`src/rtl/gray_conv_arbiter.sv`:
```
// Round-robin arbiter feeding one shared serial Gray-to-binary engine.
// The granted word is converted MSB-first, one bit per clock, then offered on valid/ready.
module gray_conv_arbiter #(
  parameter int unsigned N_REQ = 4,
  parameter int unsigned WIDTH = 4,
  localparam int unsigned ID_W = $clog2(N_REQ)
) (
  input  logic                   clk,
  input  logic                   rst_n,
  input  logic [N_REQ-1:0]       req,
  input  logic [N_REQ*WIDTH-1:0] g_in,
  output logic [N_REQ-1:0]       ack,
  output logic [WIDTH-1:0]       b_out,
  output logic [ID_W-1:0]        b_id,
  output logic                   b_valid,
  input  logic                   b_ready
);

  localparam int unsigned CNT_W = $clog2(WIDTH);

  typedef enum logic [1:0] {
    IDLE = 2'd0,
    CONV = 2'd1,
    DONE = 2'd2
  } state_t;

  state_t             state_q, state_d;
  logic [WIDTH-1:0]   g_q, g_d;
  logic [WIDTH-1:0]   b_out_q, b_out_d;
  logic [ID_W-1:0]    b_id_q, b_id_d;
  logic [N_REQ-1:0]   ack_q, ack_d;
  logic               valid_q, valid_d;
  logic [ID_W-1:0]    rr_q, rr_d;
  logic [CNT_W-1:0]   cnt_q, cnt_d;

  logic               found_hi, found_lo;
  logic [ID_W-1:0]    hi_idx, lo_idx, grant_c;
  logic [WIDTH-1:0]   g_sel_c;
  logic [CNT_W-1:0]   bit_c, bit_up_c;

  // Round-robin pick: lowest request at/above rr_q, else lowest request overall (wrap).
  always_comb begin
    found_hi = 1'b0;
    found_lo = 1'b0;
    hi_idx   = '0;
    lo_idx   = '0;
    g_sel_c  = '0;
    for (int k = 0; k < int'(N_REQ); k++) begin
      if (req[k] && !found_lo) begin
        found_lo = 1'b1;
        lo_idx   = ID_W'(k);
      end
      if (req[k] && !found_hi && (ID_W'(k) >= rr_q)) begin
        found_hi = 1'b1;
        hi_idx   = ID_W'(k);
      end
    end
    grant_c = found_hi ? hi_idx : lo_idx;
    for (int k = 0; k < int'(N_REQ); k++) begin
      if (ID_W'(k) == grant_c) g_sel_c = g_in[k*WIDTH +: WIDTH];
    end
  end

  // Bit being produced this cycle and its already-converted upper neighbour.
  assign bit_c    = CNT_W'(WIDTH - 1) - cnt_q;
  assign bit_up_c = bit_c + CNT_W'(1);

  always_comb begin
    state_d = state_q;
    g_d     = g_q;
    b_out_d = b_out_q;
    b_id_d  = b_id_q;
    ack_d   = '0;
    valid_d = valid_q;
    rr_d    = rr_q;
    cnt_d   = cnt_q;
    case (state_q)
      IDLE: begin
        if (|req) begin
          g_d            = g_sel_c;
          b_id_d         = grant_c;
          ack_d[grant_c] = 1'b1;
          rr_d           = (grant_c == ID_W'(N_REQ - 1)) ? '0 : grant_c + ID_W'(1);
          cnt_d          = '0;
          state_d        = CONV;
        end
      end
      CONV: begin
        if (cnt_q == '0) b_out_d[WIDTH-1] = g_q[WIDTH-1];
        else             b_out_d[bit_c]   = b_out_q[bit_up_c] ^ g_q[bit_c];
        if (cnt_q == CNT_W'(WIDTH - 1)) begin
          valid_d = 1'b1;
          cnt_d   = '0;
          state_d = DONE;
        end else begin
          cnt_d = cnt_q + CNT_W'(1);
        end
      end
      DONE: begin
        if (b_ready) begin
          valid_d = 1'b0;
          state_d = IDLE;
        end
      end
      default: state_d = IDLE;
    endcase
  end

  always_ff @(posedge clk) begin
    if (!rst_n) begin
      state_q <= IDLE;
      g_q     <= '0;
      b_out_q <= '0;
      b_id_q  <= '0;
      ack_q   <= '0;
      valid_q <= 1'b0;
      rr_q    <= '0;
      cnt_q   <= '0;
    end else begin
      state_q <= state_d;
      g_q     <= g_d;
      b_out_q <= b_out_d;
      b_id_q  <= b_id_d;
      ack_q   <= ack_d;
      valid_q <= valid_d;
      rr_q    <= rr_d;
      cnt_q   <= cnt_d;
    end
  end

  assign ack     = ack_q;
  assign b_out   = b_out_q;
  assign b_id    = b_id_q;
  assign b_valid = valid_q;

endmodule

```
`config.mk`:
```
export PLATFORM = sky130hd
export DESIGN_NAME = gray_conv_arbiter
export DESIGN_NICKNAME = d
export VERILOG_FILES = /design/src/rtl/gray_conv_arbiter.sv
export SDC_FILE = /design/constraint.sdc
export NUM_CORES = 1
export LEC_CHECK = 0
export BUFFER_PORTS_ARGS = -buffer_cell sky130_fd_sc_hd__buf_2
export CORE_MARGIN = 4
export CORE_UTILIZATION = 54
export CTS_CLUSTER_SIZE = 8
export DETAILED_ROUTE_END_ITERATION = 10
export PLACE_DENSITY = 0.83
export SYNTH_ARGS = -nofsm -noshare
export SYNTH_HDL_FRONTEND = slang
export SYNTH_SLANG_ARGS = --single-unit
```
`constraint.sdc`:
```
create_clock -name clk -period 4.5 [get_ports clk]
set_input_delay 1.125 -clock clk [delete_from_list [all_inputs] [get_ports clk]]
set_output_delay 1.125 -clock clk [all_outputs]
set_load 0.05 [all_outputs]
```
# Yosys cells after proc, flatten, opt, wreduce, memory -nomap -nowiden
# Cells that the tools add are included.
# Widths: inputs -> output; s select.
totals:
  n_memories: 0
  register_bits: 21
  out_inout_bits: 11
  latchBits: 0
  ramBits: 0
  rom_bits: 0
classes:
  n_bitwise: 2
  mux: 39
  n_eq_ne: 10
  n_mul: 0
  n_lt_le_gt_ge: 9
  n_div: 0
  reduce_logical: 30
  shift: 0
  addsub: 4
op_table:
  columns: ["op", "count"]
  rows:
  - ["$mux 2", 11]
  - ["$mux 1", 16]
  - ["$mux 4", 4]
  - ["$logic_and 1x1->1", 12]
  - ["$lt 2x3->1 const B", 3]
  - ["$reduce_and 3->1", 3]
  - ["$add 2x1->2 const B", 3]
  - ["$eq 2x2->1 const B", 3]
  - ["$logic_not 1->1", 6]
  - ["$logic_not 2->1", 3]
  - ["$ne 2x2->1 const B", 3]
  - ["$pmux 2 s3", 1]
  - ["$reduce_and 2->1", 3]
  - ["$bmux 1 s2", 2]
  - ["$bwmux 4", 1]
  - ["$demux 1 s2", 2]
  - ["$eq 2x2->1 const A", 2]
  - ["$ge 1x2->1 const A", 2]
  - ["$ge 2x1->1 const B", 2]
  - ["$ge 2x2->1 const A", 2]
  - ["$pmux 2 s2", 1]
  - ["$reduce_bool 2->1", 2]
  - ["$reduce_or 4->1", 1]
  - ["$eq 1x2->1 const A", 1]
  - ["other kinds (5)", 5]

# Logic depth before layout (Yosys ltp)
depth:
  depth_word: 21
  mapped_depth: 10

# Worst setup path after synthesis
# No wires, ideal clock.
synth_path:
  path_type: "input to register"
  start: "input port req[2]"
  end: "register g_q[0]"
  setup_time_ns: 0.120
  required_time_ns: 4.380
  path_slack_ns: 1.946
  path_stages: 10
  path_buffers: 1
  arrival_ns: 2.434
  cell_sequence: "mux2i_1 nor2_1 nor3_1 inv_1 ha_1 clkbuf_1 a21oi_1 o21ai_0 a22oi_1 a21oi_1"
synth_between:
  elab_chain_len: 13
  elab_cells_between_ends: 26
synth_lines:
  columns: ["item", "line", "rtl"]
  rows:
  - ["start, declared", "10", "input logic [N_REQ-1:0] req,"]
  - ["$logic_and 1x1->1 (2 in series)", "53", "if (req[k] && !found_hi && (ID_W'(k) >= rr_q)) begin"]
  - ["$mux 1", "53", null]
  - ["$logic_not 1->1", "53", null]
  - ["$logic_and 1x1->1 (2 in series)", "53", null]
  - ["$mux 2 / $mux 1 (equally long branches)", "53", null]
  - ["$mux 2 *", "58", "grant_c = found_hi ? hi_idx : lo_idx;"]
  - ["net grant_c[0]", "37", "logic [ID_W-1:0] hi_idx, lo_idx, grant_c;"]
  - ["$logic_not 2->1", "60", "if (ID_W'(k) == grant_c) g_sel_c = g_in[k*WIDTH +: WIDTH];"]
  - ["$mux 4 (3 in series)", "60", null]
  - ["$mux 4 *", "60", null]
  - ["end signal, assigned", "121", "g_q <= g_d;"]
  - ["end, declared", "28", "logic [WIDTH-1:0] g_q, g_d;"]
# Mark *: on every way through the listed nets, which the timed path passes. The rest lies on a longest branch.
# A chain may end at the register's enable or synchronous reset.

# Worst setup path after layout
layout_path:
  start: "input port req[2]"
  end: "register g_q[3]"
# Same word-level chain as after synthesis.

==> flow_metrics.env <==
export IMPL_syn_cell_area_um2=1130
export IMPL_diodes=0
export IMPL_seq_area_frac_synth_pct=37.0
export IMPL_port_buffers=33
export IMPL_finalCriticalPeriod_ns=2.63
export IMPL_min_path_type="reg -> reg"
export IMPL_cts_setup_buffers=0
export IMPL_clkLatencyLatePin_ns=0.30
export IMPL_drc=0
export IMPL_clk_pin_slew_ns=0.12
export IMPL_drv_slew=0
export IMPL_vias=1051
export IMPL_dr_pass1_iters=4
export IMPL_cp_max_fo=9
export IMPL_finalClockSkew_ns=0.00462
export IMPL_avgSynthCellArea_um2=8.47
export IMPL_synth_fp_nets=165
export IMPL_place_congestion=0.741
export IMPL_nFillCells=182
export IMPL_crit_chain="buf_2 > mux2i_1 > nor2_1 > nor3_1 > inv_1 > ha_1 > a21oi_1 > o21ai_0 > a22oi_1 > a21oi_1"
export IMPL_wire_per_inst_um=12.8
export IMPL_fmax_mhz=380
export IMPL_finish_utilization_pct=67.1
export IMPL_grtUsageTotal_pct=19.0
export IMPL_die_area_um2=2900
export IMPL_area_delta_synth_final_pct=17.2
export IMPL_fin_area_um2=1330
export IMPL_r2r_start="rr_q[1]"
export IMPL_cts_buffers=3
export IMPL_required_ns=4.70
export IMPL_start_kind="primary input"
export IMPL_root_buffer="clkbuf_4"
export IMPL_relSlewSlack_pct=70.9
export IMPL_synthCells=134
export IMPL_clock_sinks=21
export IMPL_rsz0062_at_grt="false"
export IMPL_cp_top_family="compound AO/OA/AOI/OAI gates"
export IMPL_grt_pass1_wl_um=4060
export IMPL_maxCapViolCount=0
export IMPL_crit_buf_inv=2
export IMPL_outcome="completed"
export IMPL_final_cell_mix="buf_2 (33), a21oi_1 (22), dfxtp_1 (21)"
export IMPL_irDropWorstVdd_v=0.000191
export IMPL_yosysWarnings=0
export IMPL_final_hold_viol_count=0
export IMPL_cts_tree="built"
export IMPL_viasPerCell=5.45
export IMPL_io_pins=34
export IMPL_critPathMaxStageDelay_ns=0.38
export IMPL_antenna_found_initial=0
export IMPL_core_region_area_um2=1980
export IMPL_min_from="b_id[1]"
export IMPL_ys_ff_latch=21
export IMPL_critPathSlowestCell="nor3_1"
export IMPL_layout_nets=198
export IMPL_p_per_area_nw_per_um2=331
export IMPL_drive_gt1_share_pct=25.9
export IMPL_final_common_cell="buf_2"
export IMPL_num_rows=16
export IMPL_hpwl_um=1890
export IMPL_die_w_um=53.8
export IMPL_cpMostUsedCell="a21oi_1"
export IMPL_p_leak_nw=0.624
export IMPL_min_period_over_period_pct=58.4
export IMPL_worst_pin_slew_ns=0.433
export IMPL_setup_viol=0
export IMPL_grt_max_degree=21
export IMPL_drt_iter0_markers=16
export IMPL_arrival_ns=2.83
export IMPL_die_h_um=53.8
export IMPL_end_kind="flop"
export IMPL_htree_levels=1
export IMPL_initial_utilization_pct=57.3
export IMPL_startpoint="req[2]"
export IMPL_crit_type="in -> reg"
export IMPL_fin_tns_setup_ns=0
export IMPL_power_total_mw=0.440
export IMPL_wl_um=2470
export IMPL_ant_nets=0
export IMPL_cts_resized=0
export IMPL_synth_distinct_cells=27
export IMPL_hold_buffers=0
export IMPL_grt_pass1_vias=971
export IMPL_placedInstanceArea_um2=1300
export IMPL_cts_path_max_buffers=2
export IMPL_overflow=0
[through the flow]
step                hold slack (ns)  cells  worst slack, ns
global placement              0.458    189             1.71
detailed placement            0.461    189             1.57
CTS                           0.482    193             1.90
global route                  0.529    193             1.68
floorplan                     0.473    134             1.95
finish                        0.481    193             1.87
[flip-flops by register name, summed over array words and instances (netlist names)]
name     flops
rr_q         2
b_out        4
g_q          4
b_id         2
cnt_q        2
ack          4
b_valid      1
state_q      2
[cells by family (layout without fill, tap and decap cells)]
logic type / count (synthesis) / after routing / share of synthesized area, %
AND/OR/NAND/NOR: 40 / 40 / 17.8
AO/OA/AOI/OAI: 43 / 43 / 21.7
multiplexers: 5 / 5 / 6.62
XOR/XNOR: 1 / 1 / 1.43
flip-flops: 21 / 21 / 37.0
adder cells (fa/ha/maj): 8 / 8 / 8.82
buffers and inverters: 16 / 48 / 6.61
[synth_stat cells (all sizes together)]
| cell | n | area share, % |
|---|---|---|
| clkinv | 1 | 0.33 |
| a22oi | 4 | 2.6 |
| clkbuf | 3 | 0.99 |
| o21a | 3 | 2.0 |
| nor2 | 14 | 4.9 |
| dfxtp | 21 | 37 |
| or3 | 1 | 0.55 |
| inv | 9 | 3.0 |
| nor3 | 4 | 2.2 |
| o21ai | 9 | 4.0 |
| a311oi | 3 | 2.3 |
| nor2b | 2 | 1.1 |
| nor4 | 1 | 1.1 |
| mux2i | 3 | 2.6 |
| ha | 8 | 8.8 |
| nor4b | 1 | 0.77 |
| buf | 3 | 2.3 |
| a21oi | 22 | 9.7 |
| and3 | 4 | 2.2 |
| mux4 | 2 | 4.0 |
| o22ai | 2 | 1.1 |
| xnor2 | 1 | 1.4 |
| nand2 | 10 | 3.3 |
| nand2b | 3 | 1.7 |
[worst min-delay path: stages (launching register included)]
cell	delay (ns)
dfxtp_1	0.33
nand2_1	0.05
o22ai_1	0.06
[report_power, final]
part	switching (mW)	internal [mW]	total, mW
clock network	0.0548	0.0345	0.0892
registers	0.0121	0.202	0.214
logic	0.0828	0.0539	0.137
total	0.150	0.290	0.440
[per-layer routing]
layer  up-vias  part of all wire (%)  GRT usage (%)  wire [µm]
li1        535                     -              -          -
met1       483                    42           21.1       1040
met2        29                    52           34.5       1280
met3         4                   4.7           4.16        116
met4         0                   1.1           7.66         27
met5         -                     0              0          0
[cell type report]
cell class	instances	area (µm²)	area share, %
multi-input combinational	97	639	48.1
tap	27	33.8	2.54
inverter	10	37.5	2.82
timing repair buffer	34	173	13.0
sequential	21	420	31.6
clock buffer	4	26.3	1.98
[path summary, 6_finish.rpt]
path	to	slack, ns	cells after the start
max	g_q[3]	1.87	10
min	b_id[1]	0.48	2
max reg2reg	g_q[3]	2.29	9
min reg2reg	b_id[1]	0.48	2
No activity file was read; power rests on OpenSTA's default activity.
